==> src/rtl/icache_dm.sv <==
`timescale 1ns/1ps
// icache_dm: direct-mapped, read-only instruction cache.
// Hits return the word combinationally in the request cycle. A miss stalls
// fetch, refills the whole line word 0..WORDS-1 over a req/ack handshake,
// then the same lookup hits. Includes whole-cache flush and a saturating
// miss counter.
//
// Memory handshake: mem_req is raised in REFILL with mem_addr pointing at the
// current word. Both stay stable until the cycle in which mem_ack is high.
// That cycle transfers mem_rdata and completes the request. The next word's
// request follows in the very next cycle, and only one request is ever
// outstanding.
module icache_dm #(
    parameter int LINES = 16,
    parameter int WORDS = 4,
    parameter int CNT_W = 16
) (
    input  logic             clock,
    input  logic             reset,
    input  logic             cpu_req,
    input  logic [31:0]      cpu_addr,
    output logic [31:0]      cpu_rdata,
    output logic             cpu_ready,
    input  logic             flush,
    output logic             mem_req,
    output logic [31:0]      mem_addr,
    input  logic             mem_ack,
    input  logic [31:0]      mem_rdata,
    output logic [CNT_W-1:0] miss_count,
    output logic             state_dbg
);

    localparam int OFF_W = $clog2(WORDS);
    localparam int IDX_W = $clog2(LINES);
    // line address = byte address without offset and byte bits
    localparam int LA_W  = 30 - OFF_W;
    localparam int TAG_W = LA_W - IDX_W;

    typedef enum logic {
        IDLE   = 1'b0,
        REFILL = 1'b1
    } state_t;

    state_t             state_q, state_d;
    logic [OFF_W-1:0]   cnt_q, cnt_d;
    logic [LA_W-1:0]    line_q, line_d;
    logic               flush_pend_q, flush_pend_d;
    logic [LINES-1:0]   valid_q, valid_d;
    logic [CNT_W-1:0]   miss_q, miss_d;

    // storage arrays carry no reset; valid_q alone qualifies their contents
    logic [31:0]        data_q [LINES*WORDS];
    logic [TAG_W-1:0]   tag_q  [LINES];

    logic [OFF_W-1:0]   req_off;
    logic [IDX_W-1:0]   req_idx;
    logic [TAG_W-1:0]   req_tag;
    logic [IDX_W-1:0]   fill_idx;
    logic [TAG_W-1:0]   fill_tag;
    logic               hit;
    logic               data_we;
    logic               tag_we;
    logic               unused_addr_bits;

    assign req_off  = cpu_addr[OFF_W+1:2];
    assign req_idx  = cpu_addr[OFF_W+IDX_W+1:OFF_W+2];
    assign req_tag  = cpu_addr[31:OFF_W+IDX_W+2];
    assign fill_idx = line_q[IDX_W-1:0];
    assign fill_tag = line_q[LA_W-1:IDX_W];

    // byte-select bits play no part in an instruction fetch
    assign unused_addr_bits = ^cpu_addr[1:0];

    // lookup is only meaningful while idle; REFILL always reports a stall
    assign hit = (state_q == IDLE) && cpu_req && valid_q[req_idx]
                 && (tag_q[req_idx] == req_tag);

    assign miss_count = miss_q;
    assign state_dbg  = (state_q == REFILL);

    // next-state, refill bookkeeping and all handshake outputs
    always_comb begin
        state_d      = state_q;
        cnt_d        = cnt_q;
        line_d       = line_q;
        flush_pend_d = flush_pend_q;
        valid_d      = valid_q;
        miss_d       = miss_q;
        data_we      = 1'b0;
        tag_we       = 1'b0;
        mem_req      = 1'b0;
        mem_addr     = 32'h0;
        cpu_ready    = 1'b0;
        cpu_rdata    = 32'h0;

        case (state_q)
            IDLE: begin
                cpu_ready = hit;
                if (hit) begin
                    cpu_rdata = data_q[{req_idx, req_off}];
                end
                if (cpu_req && !hit) begin
                    state_d = REFILL;
                    cnt_d   = '0;
                    line_d  = cpu_addr[31:OFF_W+2];
                    if (miss_q != {CNT_W{1'b1}}) begin
                        miss_d = miss_q + CNT_W'(1);
                    end
                end
                // same-cycle lookup above still saw the old valid bits
                if (flush) begin
                    valid_d = '0;
                end
            end

            REFILL: begin
                mem_req  = 1'b1;
                mem_addr = {line_q, cnt_q, 2'b00};
                if (flush) begin
                    flush_pend_d = 1'b1;
                end
                if (mem_ack) begin
                    data_we = 1'b1;
                    cnt_d   = cnt_q + OFF_W'(1);
                    if (cnt_q == OFF_W'(WORDS - 1)) begin
                        tag_we       = 1'b1;
                        state_d      = IDLE;
                        flush_pend_d = 1'b0;
                        // a flush seen at any point of the refill wins over the fill
                        if (flush_pend_q || flush) begin
                            valid_d = '0;
                        end else begin
                            valid_d[fill_idx] = 1'b1;
                        end
                    end
                end
            end

            default: begin
                state_d = IDLE;
            end
        endcase
    end

    // control state; reset abandons any transfer in flight at once
    always_ff @(posedge clock or negedge reset) begin
        if (!reset) begin
            state_q      <= IDLE;
            cnt_q        <= '0;
            line_q       <= '0;
            flush_pend_q <= 1'b0;
            valid_q      <= '0;
            miss_q       <= '0;
        end else begin
            state_q      <= state_d;
            cnt_q        <= cnt_d;
            line_q       <= line_d;
            flush_pend_q <= flush_pend_d;
            valid_q      <= valid_d;
            miss_q       <= miss_d;
        end
    end

    // data and tag arrays are written only by the refill engine
    always_ff @(posedge clock) begin
        if (data_we) begin
            data_q[{fill_idx, cnt_q}] <= mem_rdata;
        end
        if (tag_we) begin
            tag_q[fill_idx] <= fill_tag;
        end
    end

    // a hit and a memory request are never presented together
    a_no_hit_in_refill: assert property (@(posedge clock) disable iff (!reset)
        !(cpu_ready && mem_req));

    // idle memory port drives a zero address
    a_mem_addr_idle: assert property (@(posedge clock) disable iff (!reset)
        mem_req || (mem_addr == 32'h0));

    // stalled fetch sees a zero instruction word
    a_rdata_idle: assert property (@(posedge clock) disable iff (!reset)
        cpu_ready || (cpu_rdata == 32'h0));

endmodule
==> config.mk <==
export PLATFORM = sky130hd
export DESIGN_NAME = icache_dm
export DESIGN_NICKNAME = d
export VERILOG_FILES = /design/src/rtl/icache_dm.sv
export SDC_FILE = /design/constraint.sdc
export NUM_CORES = 2
export LEC_CHECK = 0
export CORE_MARGIN = 1
export CORE_UTILIZATION = 23
export CTS_CLUSTER_DIAMETER = 200
export DETAILED_ROUTE_END_ITERATION = 10
export HOLD_SLACK_MARGIN = 0.03
export PLACE_DENSITY_LB_ADDON = 0.08
export SETUP_SLACK_MARGIN = 0.1
export SLEW_MARGIN = 20
export SYNTH_ARGS = -nofsm -noshare
export SYNTH_HDL_FRONTEND = slang
export SYNTH_SLANG_ARGS = --single-unit
==> constraint.sdc <==
create_clock -name clock -period 5.6 [get_ports clock]
set_clock_uncertainty 0.2 [all_clocks]
set_input_delay 0.56 -clock clock [delete_from_list [all_inputs] [get_ports clock]]
set_output_delay 0.56 -clock clock [all_outputs]
set_load 0.02 [all_outputs]
-- Yosys cells after proc, flatten, opt, wreduce, memory -nomap -nowiden
Memory sizes are Yosys's and may differ from the RTL's.
Cells that the tools add are included.
- flip-flop bits (word level): 64
- bits in writable memories: 2432
- input bits: 69
- output and inout bits: 83
- logic and storage cells: 66
- memories kept: 2
- memory list (name ; depth ; bits a word ; read ports ; clocked after Yosys merged registers in ; wr ports ; RTL line ; RTL):
    data_q ; 64 ; 32 ; 1 ; 0 ; 1 ; 52 ; logic [31:0] data_q [LINES*WORDS];
    tag_q ; 16 ; 24 ; 1 ; 0 ; 1 ; 53 ; logic [TAG_W-1:0] tag_q [LINES];
- add/sub/neg operators: 2
- magnitude comparators: 3
- eq/ne operators: 7
- mux-type cells: 33
- bitwise gates (word level): 2
- reductions and logical operators: 11
- operators by type and width (operator ; number):
    two-way mux 32 bit ; 3
    two-way mux 16 bit ; 4
    one-hot mux 16 bit (2 select lines) ; 1
    equality test 24 bit ; 1
    two-way mux 1 bit ; 19
    adder 16 x 1 -> 16 bit, second input constant ; 1
    != test 16 bit, second input constant ; 1
    OR 16 bit ; 1
    less-than comparator 4 x 5 -> 1 bit, second input constant ; 2
    AND reduction 3 bit ; 2
    logical AND 1 bit ; 5
    binary-select mux 1 bit (select 4 bit) ; 1
    demux 1 bit (select 4 bit) ; 1
    >= comparator 4 x 1 -> 1 bit, second input constant ; 1
    two-way mux 2 bit ; 2
    != test 2 x 1 -> 1 bit, second input constant ; 2
    != test 2 bit, second input constant ; 2
    one-hot mux 2 bit (2 select lines) ; 1
    AND reduction 2 bit ; 2
    adder 2 x 1 -> 2 bit, second input constant ; 1
    equality test 2 bit, second input constant ; 1
    one-hot mux 1 bit (2 select lines) ; 1
    logical NOT 1 bit ; 1
    logical OR 1 bit ; 1
    inverter 1 bit ; 1

-- Depth between registers and ports, before layout
- depth after elaboration: 9
- mapped depth: 14
- depth with buffers taken out: 9

-- Worst setup path before layout
Ideal clock, no wire load.
- path kind: input to output
- start: input cpu_addr[4]
- end: output cpu_rdata[14]
- arrival: 3.490 ns
- required time: 4.840 ns
- path slack: 1.350 ns
- stages: 13
- path buffers: 5
- cell sequence: buf_6 > buf_6 > buf_2 > mux4_2 > a22oi_1 > nand3_1 > xnor2_1 > nand2_1 > nor4_2 > nand4_2 > buf_4 > clkbuf_1 > a311oi_1
- longest elaborated chain between the ends: 6
- elaborated cells between the ends (all ways): 9
- those cells by class: eq/ne: 1; mux: 4; reduce/logical: 2; memory: 2
- RTL lines (element ; RTL line ; RTL):
    from (decl) ; 21 ; input logic [31:0] cpu_addr,
    branches (longest 4 deep; another with memory read (16 x 24 bit)) ; n/a ;
    two-way mux 32 bit * ; 99 ; if (hit) begin
    two-way mux 32 bit * ; 96 ; case (state_q)
    to (decl) ; 22 ; output logic [31:0] cpu_rdata,
Every way passes the cells marked *. The select of a mux whose other input is x is not followed.

-- Final worst setup path
- start: memory tag_q[5][10] in the netlist's numbering
- end: output cpu_rdata[4]
- longest elaborated chain between the ends: 5
- RTL lines (element ; RTL line ; RTL):
    from (decl) ; 53 ;
    memory read (16 x 24 bit) ; n/a ;
    equality test 24 bit ; 76 ; && (tag_q[req_idx] == req_tag);
    logical AND 1 bit ; 76 ;
    two-way mux 32 bit ; 99 ;
    two-way mux 32 bit ; 96 ;
Every way passes these cells.

==> summary.txt <==
Status
  – Outcome: finished, final reports clean

Clock tree
  – Maximum clock path buffer count: 4
  – Worst skew pair latency: 0.89 ns
  – CTS clk-pin slew, worst paths: 0.06 ns
  – CTS tree: done
  – # Post-CTS Setup Buffers: 0
  – H-tree levels: 5
  – Clk sinks: 2496
  – TritonCTS buffer count: 297
  – Clock root cell: clkbuf_16

Setup path
  – Worst path arrival time: 4.53 ns
  – Critical Path End Type: primary output
  – Crit-path cells: mux4_2, mux4_2, xnor2_2, buf_4, nand2_1, nor4_4, buf_4, nand4_4, buf_12, a311oi_2, buf_12
  – CP Launch Type: flop
  – Delay-heaviest family, CP: multiplexers
  – Worst path max stage delay: 0.83 ns
  – Worst Path Max Fanout: 2
  – CP max-delay cell: a311oi_2
  – WS Path Type: reg -> out
  – Buf+Inv Stages, Crit Path: 4
  – Required time of the critical path: 4.84 ns

Global route
  – GRT Util Overall: 0.151
  – Initial antenna violation count: 24
  – Largest net degree at the start of global routing: 65
  – GR Overflow Total: 0
  – First-pass GRT wire length: 433 mm
  – Vias in the first global route: 47600

Synthesis
  – EDFF count, synth: 2432
  – Syn Inst Count: 4036
  – Avg Inst Size Synth: 23.8 um^2
  – Unique masters post-synth: 52
  – Predominant post-synthesis flop cell: edfxtp_1
  – Total number of yosys warnings: 0
  – Yosys reg bits: 2496
  – Post-synthesis sequential area ratio: 0.778
  – Mapped Area: 0.0960 mm^2
  – Async set-or-reset flop fraction in the synthesized netlist: 0.0256

Timing
  – Pins Over Slew Limit: 0
  – Worst Slack Setup Final: 0.308 ns
  – # setup viols final: 0
  – Slew Limit Headroom: 0.304
  – Fin crit period: 5.29 ns
  – Final hold slack: 0.107 ns
  – Fmax: 189 MHz
  – Tightest Pin Transition: 1.05 ns
  – RSZ-0062 raised after global routing: false
  – Final Hold Viols: 0
  – Period Utilization, post-route: 0.945
  – Sum Neg Setup Slack: 0 ns

Cells and area
  – Area grow syn2layout: 21.4%
  – Leading cell types in the layout, fill and taps excluded: edfxtp_1 (2432), mux4_2 (745), clkbuf_16 (306), buf_4 (233), nand2_1 (92)
  – Final nets: 4627
  – Layout cells sized above 1: 0.343
  – Commonest non-fill, non-tap cell in the layout: edfxtp_1
  – Fillers: 40700
  – Multi-input logic area: 0.0211 mm^2
  – Storage cell area: 0.0746 mm^2

Die
  – Die area: 0.420 mm^2
  – Die Wd: 648 um
  – Initial Utilization: 0.232
  – Site row count: 236
  – IO Count: 152
  – Core Box Area: 0.414 mm^2
  – Die height: 648 um

Power and ir drop
  – Leakage: 35.8 nW
  – NetSw: 11.1 mW
  – Int Power: 33.8 mW
  – Total Power: 45.0 mW
  – Seq pwr share: 0.494
  – PD cells: 386 mW/mm^2
  – Clk network pwr share: 0.415
  – Comb pwr share: 0.091
  – Net Sw Frac: 0.248
  – Worst vdd ir: 215 uV

Detailed routing
  – DRC Markers: 0
  – Vias post-DR: 45200
  – Iter 0 DRT Violations: 3662
  – WL/cell: 31.1 um
  – Routed wire length: 320 mm
  – Number of routed nets with antenna violations: 0
  – Total iterations of the first detailed-routing run: 5
  – Vias per cell: 4.40

Place
  – Post-place setup slack: 0.110 ns
  – GP Congestion: 0.687
  – Post-DP HPWL: 182 mm
  – Number of port buffers: 147

Hold path
  – Worst hold path class: in -> reg

Run
  – Max_cap viols: 0
==> stage by stage <==
stage               instances   util  cell area [um^2]
finish                  10300  0.281            116000
global route            10300  0.281            116000
CTS                     10300  0.281            116000
floorplan                4037      -             96000
detailed placement       9722  0.258            107000
global placement         9720  0.258            107000
==> worst paths after layout <==
| kind | from | end | slack, ns | cells past startpoint |
|---|---|---|---|---|
| max | tag_q[5][10] | cpu_rdata[4] | 0.31 | 11 |
| min | mem_rdata[2] | data_q[2][2] | 0.11 | 2 |
| max reg2reg | state_dbg | tag_q[11][16] | 1.44 | 5 |
| min reg2reg | valid_q[1] | valid_q[1] | 0.28 | 2 |
| max in group asynchronous | reset | line_q[15] | 3.87 | 3 |
| min in group asynchronous | reset | line_q[14] | 0.21 | 3 |
==> power by group through the flow <==
stage          Sequential, mW  Combinational, mW  Clock (mW)
3_5_place_dp             22.6               4.23           0
2_1_floorplan            22.3               1.98           0
5_1_grt                  22.3               4.36        19.9
3_3_place_gp             22.6               4.22           0
4_1_cts                  22.3               4.26        19.3
6_report                 22.2               4.08        18.7
==> sequential cells by signal, indices dropped and copies added, names as in the netlist <==
| register | flops |
|---|---|
| cnt_q | 2 |
| data_q | 2048 |
| flush_pend_q | 1 |
| line_q | 28 |
| miss_count | 16 |
| state_dbg | 1 |
| tag_q | 384 |
| valid_q | 16 |
==> cells in the mapped netlist (28+ instances only) <==
| cell type | count | area [um^2] |
|---|---|---|
| mux4_2 | 745 | 16800 |
| buf_1 | 42 | 158 |
| nor2_1 | 108 | 405 |
| nand2_1 | 92 | 345 |
| mux2i_1 | 46 | 460 |
| a21oi_1 | 28 | 140 |
| buf_2 | 37 | 185 |
| dfrtp_1 | 64 | 1600 |
| clkbuf_1 | 113 | 424 |
| edfxtp_1 | 2432 | 73000 |
| and2_1 | 45 | 282 |
| xnor2_1 | 30 | 263 |
==> logic make-up after synthesis <==
logic type | Yosys count | synth area share
xor gates and xnor gates | 36 | 0.00328
other | 1 | 0.0000391
AOI/OAI and AO/OA | 101 | 0.00704
adders and majority gates | 2 | 0.000261
and+or+nand+nor | 347 | 0.0173
muxes | 822 | 0.184
DFF | 2496 | 0.778
buffers and inverters | 231 | 0.0109
==> repair_timing <==
action | CTS | global route
resized for setup | 18 | 12
endpoints found under the hold margin | 84 | 145
setup endpoints to repair | 19 | 16
hold buffers | 5 | 4
pin swaps | 0 | 4
==> routing by layer <==
| layer | vias to the layer above | GRT usage | routed length (um) |
|---|---|---|---|
| met5 | - | 0 | 25 |
| met4 | 4 | 0.0322 | 6440 |
| met3 | 359 | 0.0204 | 11400 |
| met2 | 939 | 0.251 | 156000 |
| met1 | 25500 | 0.209 | 146000 |
| li1 | 18400 | - | - |
==> cell type report <==
type,count,area share
Multi-Input combinational cell,1310,0.181
Sequential cell,2496,0.641
Inverter,9,0.000430
Antenna cell,8,0.000172
Clock buffer,375,0.0682
Timing Repair Buffer,442,0.0397
Clock inverter,159,0.0109
Tap cell,5474,0.0588
==> worst register-to-register path, stage by stage, from the launching register on <==
cell	delay, ns
dfrtp_2	0.36
buf_4	0.53
and2_1	0.56
nand3_1	0.73
nor2_4	1.07
buf_4	0.40
Power figures use the tool's default switching activity.
